[src/rtl/timer_sched_pkg.sv]
// Shared types and register map for the timer delay scheduler.
// Offsets and CTRL fields mirror the APB timer's register layout.
package timer_sched_pkg;

    typedef enum logic [2:0] {
        ST_IDLE,
        ST_ARB,
        ST_WR_STOP,
        ST_WR_CMP,
        ST_WR_START,
        ST_WAIT,
        ST_WR_HALT,
        ST_DONE
    } sched_state_e;

    localparam logic [7:0] TMR_OFF_TIMER = 8'h0;
    localparam logic [7:0] TMR_OFF_CTRL  = 8'h4;
    localparam logic [7:0] TMR_OFF_CMP   = 8'h8;

    localparam int ENABLE_BIT = 0;
    localparam int PRESC_LSB  = 3;
    localparam int PRESC_MSB  = 5;

endpackage

[src/rtl/rr_arbiter.sv]
// Combinational round-robin picker: first asserted request at or after ptr,
// wrapping at NUM_REQ (which need not be a power of two).
module rr_arbiter #(
    parameter int NUM_REQ = 4
) (
    input  logic [NUM_REQ-1:0]         req,
    input  logic [$clog2(NUM_REQ)-1:0] ptr,
    output logic [NUM_REQ-1:0]         gnt,
    output logic [$clog2(NUM_REQ)-1:0] idx,
    output logic                       vld
);
    localparam int IW = $clog2(NUM_REQ);

    logic [IW:0]   sum;
    logic [IW-1:0] k;

    // Scan farthest-first so the nearest requester after ptr overwrites last.
    always_comb begin
        gnt = '0;
        idx = '0;
        vld = 1'b0;
        sum = '0;
        k   = '0;
        for (int i = NUM_REQ - 1; i >= 0; i--) begin
            sum = {1'b0, ptr} + (IW+1)'(i);
            if (sum >= (IW+1)'(NUM_REQ))
                sum = sum - (IW+1)'(NUM_REQ);
            k = sum[IW-1:0];
            if (req[k]) begin
                gnt    = '0;
                gnt[k] = 1'b1;
                idx    = k;
                vld    = 1'b1;
            end
        end
    end

endmodule

[src/rtl/timer_delay_sched.sv]
// Shares one APB timer among NUM_REQ one-shot delay requesters: arbitrates,
// programs stop/cmp/start over APB, waits for the compare irq, then halts.
module timer_delay_sched
    import timer_sched_pkg::*;
#(
    parameter int                        NUM_REQ        = 4,
    parameter int                        APB_ADDR_WIDTH = 12,
    parameter logic [APB_ADDR_WIDTH-1:0] TIMER_BASE     = '0,
    parameter logic [2:0]                PRESCALER      = 3'd0
) (
    input  logic                      HCLK,
    input  logic                      HRESET,
    input  logic [NUM_REQ-1:0]        req_i,
    input  logic [NUM_REQ*32-1:0]     delay_i,
    output logic [NUM_REQ-1:0]        done_o,
    output logic                      busy_o,
    output logic                      err_o,
    output logic [APB_ADDR_WIDTH-1:0] PADDR,
    output logic [31:0]               PWDATA,
    output logic                      PWRITE,
    output logic                      PSEL,
    output logic                      PENABLE,
    input  logic                      PREADY,
    input  logic                      PSLVERR,
    input  logic [1:0]                irq_i
);
    localparam int IW = $clog2(NUM_REQ);
    localparam logic [APB_ADDR_WIDTH-1:0] A_CTRL = TIMER_BASE + APB_ADDR_WIDTH'(TMR_OFF_CTRL);
    localparam logic [APB_ADDR_WIDTH-1:0] A_CMP  = TIMER_BASE + APB_ADDR_WIDTH'(TMR_OFF_CMP);

    sched_state_e       state_q, state_d;
    logic               phase_q, phase_d;   // 0: SETUP, 1: ACCESS
    logic               ok_q, ok_d;
    logic               err_q, err_d;
    logic [IW-1:0]      g_q, g_d, ptr_q, ptr_d;
    logic [NUM_REQ-1:0] gnt_q, gnt_d;
    logic [31:0]        dly_q, dly_d;
    logic [31:0]        ctrl_start;

    logic [NUM_REQ-1:0] arb_gnt;
    logic [IW-1:0]      arb_idx;
    logic               arb_vld;
    logic               wr_state;

    rr_arbiter #(.NUM_REQ(NUM_REQ)) u_arb (
        .req (req_i),
        .ptr (ptr_q),
        .gnt (arb_gnt),
        .idx (arb_idx),
        .vld (arb_vld)
    );

    assign wr_state = (state_q == ST_WR_STOP) || (state_q == ST_WR_CMP) ||
                      (state_q == ST_WR_START) || (state_q == ST_WR_HALT);

    always_ff @(posedge HCLK) begin
        if (HRESET) begin
            state_q <= ST_IDLE;
            phase_q <= 1'b0;
            ok_q    <= 1'b0;
            err_q   <= 1'b0;
            g_q     <= '0;
            ptr_q   <= '0;
            gnt_q   <= '0;
            dly_q   <= '0;
        end else begin
            state_q <= state_d;
            phase_q <= phase_d;
            ok_q    <= ok_d;
            err_q   <= err_d;
            g_q     <= g_d;
            ptr_q   <= ptr_d;
            gnt_q   <= gnt_d;
            dly_q   <= dly_d;
        end
    end

    always_comb begin
        state_d = state_q;
        phase_d = phase_q;
        ok_d    = ok_q;
        err_d   = 1'b0;
        g_d     = g_q;
        ptr_d   = ptr_q;
        gnt_d   = gnt_q;
        dly_d   = dly_q;
        case (state_q)
            ST_IDLE: if (|req_i) state_d = ST_ARB;
            ST_ARB: begin
                ok_d = 1'b0;
                if (arb_vld) begin
                    g_d     = arb_idx;
                    gnt_d   = arb_gnt;
                    dly_d   = delay_i[32*arb_idx +: 32];
                    // cmp=0 would never fire, so finish without touching the bus
                    state_d = (delay_i[32*arb_idx +: 32] == '0) ? ST_DONE : ST_WR_STOP;
                end else begin
                    state_d = ST_IDLE;
                end
            end
            ST_WR_STOP, ST_WR_CMP, ST_WR_START, ST_WR_HALT: begin
                if (!phase_q) begin
                    phase_d = 1'b1;
                end else if (PREADY) begin
                    phase_d = 1'b0;
                    if (PSLVERR) begin
                        err_d   = 1'b1;
                        ok_d    = 1'b0;
                        state_d = (state_q == ST_WR_HALT) ? ST_IDLE : ST_WR_HALT;
                    end else begin
                        case (state_q)
                            ST_WR_STOP:  state_d = ST_WR_CMP;
                            ST_WR_CMP:   state_d = ST_WR_START;
                            ST_WR_START: state_d = ST_WAIT;
                            default:     state_d = ok_q ? ST_DONE : ST_IDLE;
                        endcase
                    end
                end
            end
            ST_WAIT: begin
                if (irq_i[1]) begin
                    ok_d    = 1'b1;
                    state_d = ST_WR_HALT;
                end else if (!(|(req_i & gnt_q))) begin
                    ok_d    = 1'b0;
                    state_d = ST_WR_HALT;
                end else if (irq_i[0]) begin
                    ok_d    = 1'b0;
                    err_d   = 1'b1;
                    state_d = ST_WR_HALT;
                end
            end
            ST_DONE: begin
                ptr_d   = (g_q == IW'(NUM_REQ - 1)) ? '0 : g_q + 1'b1;
                state_d = ST_IDLE;
            end
            default: state_d = ST_IDLE;
        endcase
    end

    always_comb begin
        ctrl_start                      = '0;
        ctrl_start[ENABLE_BIT]          = 1'b1;
        ctrl_start[PRESC_MSB:PRESC_LSB] = PRESCALER;
        PADDR  = '0;
        PWDATA = '0;
        case (state_q)
            ST_WR_STOP, ST_WR_HALT: PADDR = A_CTRL;
            ST_WR_CMP: begin
                PADDR  = A_CMP;
                PWDATA = dly_q;
            end
            ST_WR_START: begin
                PADDR  = A_CTRL;
                PWDATA = ctrl_start;
            end
            default: ;
        endcase
    end

    assign PSEL    = wr_state;
    assign PENABLE = wr_state && phase_q;
    assign PWRITE  = wr_state;
    assign done_o  = (state_q == ST_DONE) ? gnt_q : '0;
    assign busy_o  = (state_q != ST_IDLE);
    assign err_o   = err_q;

endmodule

[config.mk]
export PLATFORM = sky130hd
export DESIGN_NAME = timer_delay_sched
export DESIGN_NICKNAME = d
export VERILOG_FILES = /design/src/rtl/timer_sched_pkg.sv /design/src/rtl/rr_arbiter.sv /design/src/rtl/timer_delay_sched.sv
export SDC_FILE = /design/constraint.sdc
export NUM_CORES = 1
export LEC_CHECK = 0
export CORE_ASPECT_RATIO = 0.6
export CORE_UTILIZATION = 41
export CTS_BUF_LIST = sky130_fd_sc_hd__clkbuf_4 sky130_fd_sc_hd__clkbuf_8
export DETAILED_ROUTE_END_ITERATION = 10
export PLACE_DENSITY = 0.83
export SLEW_MARGIN = 25
export SYNTH_ARGS = -nofsm -noshare
export SYNTH_HDL_FRONTEND = slang
export SYNTH_SLANG_ARGS = --single-unit
[constraint.sdc]
create_clock -name HCLK -period 3.8 [get_ports HCLK]
set_input_delay 0.76 -clock HCLK [delete_from_list [all_inputs] [get_ports HCLK]]
set_output_delay 0.76 -clock HCLK [all_outputs]
set_load 0.01 [all_outputs]
* After elaboration in Yosys (flattened, before gate mapping) *
Index checks and enable logic that the tools add are counted.

storage, ports and cells
  logic and storage cells = 127
  flip-flop bits (word level) = 46
  bits of input ports = 138

cells by class
  add/subtract/negate cells = 8
  reduce and logical (&&, ||, !) cells = 19
  bitwise operators = 1
  muxes and demuxes = 65
  shifts and indexed selects = 1
  eq/ne operators = 13
  magnitude comparators = 12

operators with widths
  kind                 count
  $shiftx 128x8->32    1
  $pmux 32 s2          1
  $mux 3               11
  $logic_not 32->1     1
  $mux 1               26
  $mux 4               5
  $mux 2               9
  $pmux 3 s5           1
  $eq 3x3->1 const B   4
  $lt 2x3->1 const B   4
  $reduce_or 4->1      3
  $ge 3x3->1 const B   3
  $pmux 3 s3           1
  $bmux 1 s2           4
  $demux 1 s2          4
  $ge 2x1->1 const B   4
  $ne 2x2->1 const B   4
  $pmux 4 s2           1
  $sub 2x1->2 const B  4
  $add 2x2->3 const B  2
  $eq 3x2->1 const B   2
  $reduce_bool 3->1    2
  $logic_and 1x1->1    5
  $reduce_and 5->1     1
  14 further kinds     16

* Depth between registers and ports, before layout *
  depth after elaboration = 14
  depth in mapped cells = 11

* Modules after synthesis *
A second synthesis with hierarchy kept.

second synthesis, totals
  cell total of the unflattened synthesis = 429
  area, all modules = 3683.5 um^2

by module, submodules not included
  module             times used  cells each  area each (um^2)  sequential area each (um^2)
  timer_delay_sched  1           344         3000.4            920.9
  rr_arbiter         1           85          683.2             0.0

* Least setup slack after synthesis *
No wires, ideal clock.

  path kind = register -> register
  from = register ptr_q[0]
  to = register state_q[0]
  setup slack = 0.759 ns
  library setup time = 0.141 ns
  arrival time = 2.899 ns
  period minus slack after synthesis = 3.041 ns
  cell stages (with the launch flop) = 11
  cells stage by stage = dfxtp_1 > buf_4 > inv_1 > ha_1 > mux4_2 > or4_4 > and3_1 > buf_6 > and3_4 > o211ai_2 > a221oi_1

on the way
  word-level cells in the longest chain between the ends = 14
  elaborated cells on any way between the ends = 36

ends and longest elaborated chain
  item                                       RTL line                            text
  start: declaration                         timer_delay_sched.sv:35             logic [IW-1:0] g_q, g_d, ptr_q, ptr_d;
  start signal: assignment                   timer_delay_sched.sv:72             ptr_q <= ptr_d;
  $add 2x2->3                                rr_arbiter.sv:25                    sum = {1'b0, ptr} + (IW+1)'(i);
  $ge 3x3->1 or $sub 2x1->2 (tied branches)  rr_arbiter.sv:26, rr_arbiter.sv:27
  $mux 2                                     rr_arbiter.sv:26                    if (sum >= (IW+1)'(NUM_REQ))
  $bmux 1 s2                                 rr_arbiter.sv:29                    if (req[k]) begin
  $mux 1 (not written as such)               rr_arbiter.sv:29
  $mux 2 (4 in series)                       rr_arbiter.sv:29
  $shiftx 128x8->32                          timer_delay_sched.sv:96             state_d = (delay_i[32*arb_idx +: 32] == '0) ? ST_DONE : ST_WR_STOP;
  $logic_not 32->1                           timer_delay_sched.sv:96
  $mux 3                                     timer_delay_sched.sv:96
  $mux 3 (*)                                 timer_delay_sched.sv:91             if (arb_vld) begin
  $pmux 3 s5 (*)                             timer_delay_sched.sv:87             case (state_q)
  end signal: assignment                     timer_delay_sched.sv:67             state_q <= state_d;
  end: declaration                           timer_delay_sched.sv:31             sched_state_e state_q, state_d;

Every way passes the cells marked *; elsewhere a longest branch is shown, timed or not. The select of a mux whose other input is x is not followed.
A chain may end at the register's enable or synchronous reset.

* Final worst setup path *
  from = register ptr_q[1]
  to = register dly_q[30]

on the way
  word-level cells in the longest chain between the ends = 10
  elaborated cells on any way between the ends = 33

ends and longest elaborated chain
  item                                                   RTL line                            text
  $add 2x2->3                                            rr_arbiter.sv:25
  $ge 3x3->1 or $sub 2x1->2 (tied branches)              rr_arbiter.sv:26, rr_arbiter.sv:27
  $mux 2                                                 rr_arbiter.sv:26
  $bmux 1 s2                                             rr_arbiter.sv:29
  $mux 1 (not written as such)                           rr_arbiter.sv:29
  $mux 2 or $mux 1 (tied branches) (4 in series)         rr_arbiter.sv:29
  $shiftx 128x8->32 or $reduce_and 2->1 (tied branches)  n/a
  end signal: assignment                                 timer_delay_sched.sv:74             dly_q <= dly_d;
  end: declaration                                       timer_delay_sched.sv:37             logic [31:0] dly_q, dly_d;

Parallel ways exist; a longest one is shown, timed or not. The select of a mux whose other input is x is not followed.

==> results_dict.tcl <==
set metrics [dict create \
    worstPathArrival_ns 3.66 \
    async_flop_share 0 \
    r2r_start "ptr_q[1]" \
    routedWlPerCell_um 18.1 \
    hold_violations 0 \
    ios 191 \
    yosys.area.top_type "dfxtp_1" \
    power.density_nw_per_um2 360 \
    reg2reg_depth 10 \
    multiInputGateArea_um2 2510 \
    worstPathBufferInverterCount 2 \
    path_cells "inv_1 > ha_1 > mux4_2 > nor2b_1 > o21ai_2 > o21ai_4 > buf_16 > mux4_2 > nand2_1 > a21oi_1" \
    dieArea_um2 9240 \
    worstPathRequired_ns 3.96 \
    firstDrtPassIters 5 \
    whs_endpoint "dly_q[23]" \
    r2r_slack_ns 0.30 \
    die_h_um 74.9 \
    clockBufferDepth 2 \
    synth_commonest_cells "70 x nand2_1, 46 x dfxtp_1, 40 x a21oi_1" \
    min_path_cells 2 \
    period_minus_slack_ns 3.50 \
    relSlewSlack 0.407 \
    clock_latency_ns 0.31 \
    cts_max_level 2 \
    status "finished clean" \
    root_buffer "clkbuf_8" \
    core-area_um2 8560 \
    min_from "dly_q[23]" \
    drcViolationCount 0 \
    synth_edf_count 0 \
    nets 737 \
    grtUsageTotal 0.271 \
    fillCellCount 699 \
    cts_sinks 46 \
    final_layout_size_suffix_gt1_frac 0.110 \
    areaGrowthSynthToFinish_pct 54.6 \
    criticalPathCategory "register to register" \
    power.leakage_nw 1.92 \
    peakVddDrop_mv 0.176 \
    ff_latch_area_um2 921 \
    diodes 0 \
    worst_setup_path_start_kind "register" \
    antenna_found_initial 0 \
    finClkSkew_ns 0.00280 \
    cts_setup_buffers 0 \
    critPathCaptureType "register" \
    grt_max_degree 47 \
    worstMarginPinSlew_ns 0.889 \
    ys_seq_area_frac 0.254 \
    maxSlewViolCount 0 \
    hold-worst-slack_ns 0.454 \
    path_clk_slew_ns 0.09 \
    syn_area_um2 3630 \
    maxCapViolCount 0 \
    drt_wl_total_um 12700 \
    via_count 4013 \
    die_x_um 123 \
    setup_viol 0 \
    drtAntennaViolNets 0 \
    rows 26 \
    synthTopCellsByArea "dfxtp_1 25%, mux4_2 22%, nand2_1 7.2%, and2_1 6.0%, a21oi_1 5.5%" \
    yosysWarningCount 0 \
    synth.top_cell.area_share 0.254 \
    path_common_cell "mux4_2" \
    ys_ff_latch 46 \
    synth.avg_cell_area_um2 8.62 \
    start_util 0.424 \
    r2r-end "dly_q[30]" \
    cp_top_family "multiplexers" \
    max_freq_mhz 286 \
    gp_congestion 0.993 \
    cts-resized-gates 0 \
    drtIter0Drc 290 \
    grt_remaining_overflow 0 \
    grt_first_pass_wirelength_um 19100 \
    rsz0062_at_grt "false" \
    holdBufCountCts 0 \
    post-dp-hpwl_um 10300 \
    vias_per_cell 5.71 \
    path_max_fanout 26 \
    slowest_stage "mux4_2" \
    cts_inserted_buffers 5 \
    synth.most_common_cell "nand2_1" \
    synth_ff_type "dfxtp_1" \
    synth_cell_types 45 \
    grt_pass1_vias 3856 \
    fin_crit_sh 0.921 \
    syn_inst 421 \
    crit_path_max_incr_delay_ns 0.62 \
    cts_tree "built" \
    numPortBuffers 180 \
    hold_path_class "register to register" \
    fin_util 0.655 \
]
==> per-stage QoR <==
stage	instance area, µm²	setup TNS, ns	instances	setup slack (ns)	power (mW)
finish	5610	0	703	0.300	2.02
global route	5610	0	703	0.157	2.15
CTS	5580	0	702	0.207	2.00
detailed placement	5490	-0.185	694	-0.0818	1.69
global placement	5490	0	694	0.0444	1.65
floorplan	3660	0	430	0.759	1.30
==> cell families (layout without fill, tap and decap cells) <==
family | count (synthesis) | after routing | synth area share
AO/OA/AOI/OAI | 77 | 77 | 0.139
adder cells (fa/ha/maj) | 9 | 9 | 0.0310
buffers and inverters | 45 | 206 | 0.0666
flip-flops | 46 | 46 | 0.254
multiplexers | 40 | 40 | 0.231
other | 1 | 10 | 0.00103
AND/OR/NAND/NOR | 203 | 203 | 0.277
==> worst min-delay path: cells and delay by family (launching register included) <==
family / cells / cell delay [ns]
AOI/OAI and AO/OA: 1 / 0.05
DFF: 1 / 0.31
and+or+nand+nor: 1 / 0.05
==> area by class of cell <==
class / instances / share of cell area
Tap cell: 112 / 0.0250
Sequential cell: 46 / 0.164
Clock inverter: 2 / 0.00223
Multi-Input combinational cell: 339 / 0.448
Timing Repair Buffer: 191 / 0.341
Clock buffer: 6 / 0.0147
Inverter: 7 / 0.00469
==> how the worst max path moves through the flow <==
| stage | from | to | slack [ns] | cells after the start |
|---|---|---|---|---|
| after floorplan | ptr_q[0] | state_q[0] | 0.76 | 10 |
| after detailed placement | req_i[3] | state_q[2] | -0.08 | 8 |
| final | ptr_q[1] | dly_q[30] | 0.30 | 10 |
| after global routing | ptr_q[1] | dly_q[30] | 0.16 | 10 |
| after global placement | req_i[3] | state_q[2] | 0.04 | 8 |
| after CTS | ptr_q[1] | state_q[2] | 0.21 | 9 |
==> routing by layer <==
| metal | up-vias | track usage | part of all wire |
|---|---|---|---|
| li1 | 1868 | - | - |
| met1 | 1912 | 0.371 | 0.43 |
| met2 | 215 | 0.454 | 0.48 |
| met3 | 18 | 0.0485 | 0.081 |
| met4 | 0 | 0.0602 | 0.017 |
| met5 | - | 0 | 0 |
==> power by group <==
part | leakage [nW] | internal [mW] | total (mW) | switching [mW]
sequential | 0.376 | 0.619 | 0.722 | 0.103
clock | 0.0472 | 0.147 | 0.324 | 0.178
combinational | 1.50 | 0.462 | 0.975 | 0.513
total | 1.92 | 1.23 | 2.02 | 0.794
==> state kept, by name (all words and copies together) (netlist names) <==
register	count
phase_q	1
err_o	1
dly_q	32
state_q	3
ok_q	1
g_q	2
gnt_q	4
ptr_q	2
==> layout by cell type (no fill, tap or decap), types with 2 or more instances in the layout <==
cell	Yosys	final
nand2b_1	4	4
nor4_1	25	25
and3_1	2	2
nor2_1	36	35
clkdlybuf4s50_1	0	179
o21ai_0	4	4
and2_1	35	35
a211oi_1	7	7
nor2b_1	3	3
nand2_1	70	70
nand3b_1	2	2
a22oi_1	8	8
ha_1	9	9
nand3_1	5	5
inv_1	6	6
buf_4	16	9
a221oi_1	6	6
or4_1	3	3
mux4_2	35	35
nand4_1	4	4
mux2i_1	4	4
a21oi_1	40	40
nor3_1	11	11
conb_1	1	10
clkbuf_8	0	6
dfxtp_1	46	46
Power figures use the tool's default switching activity.
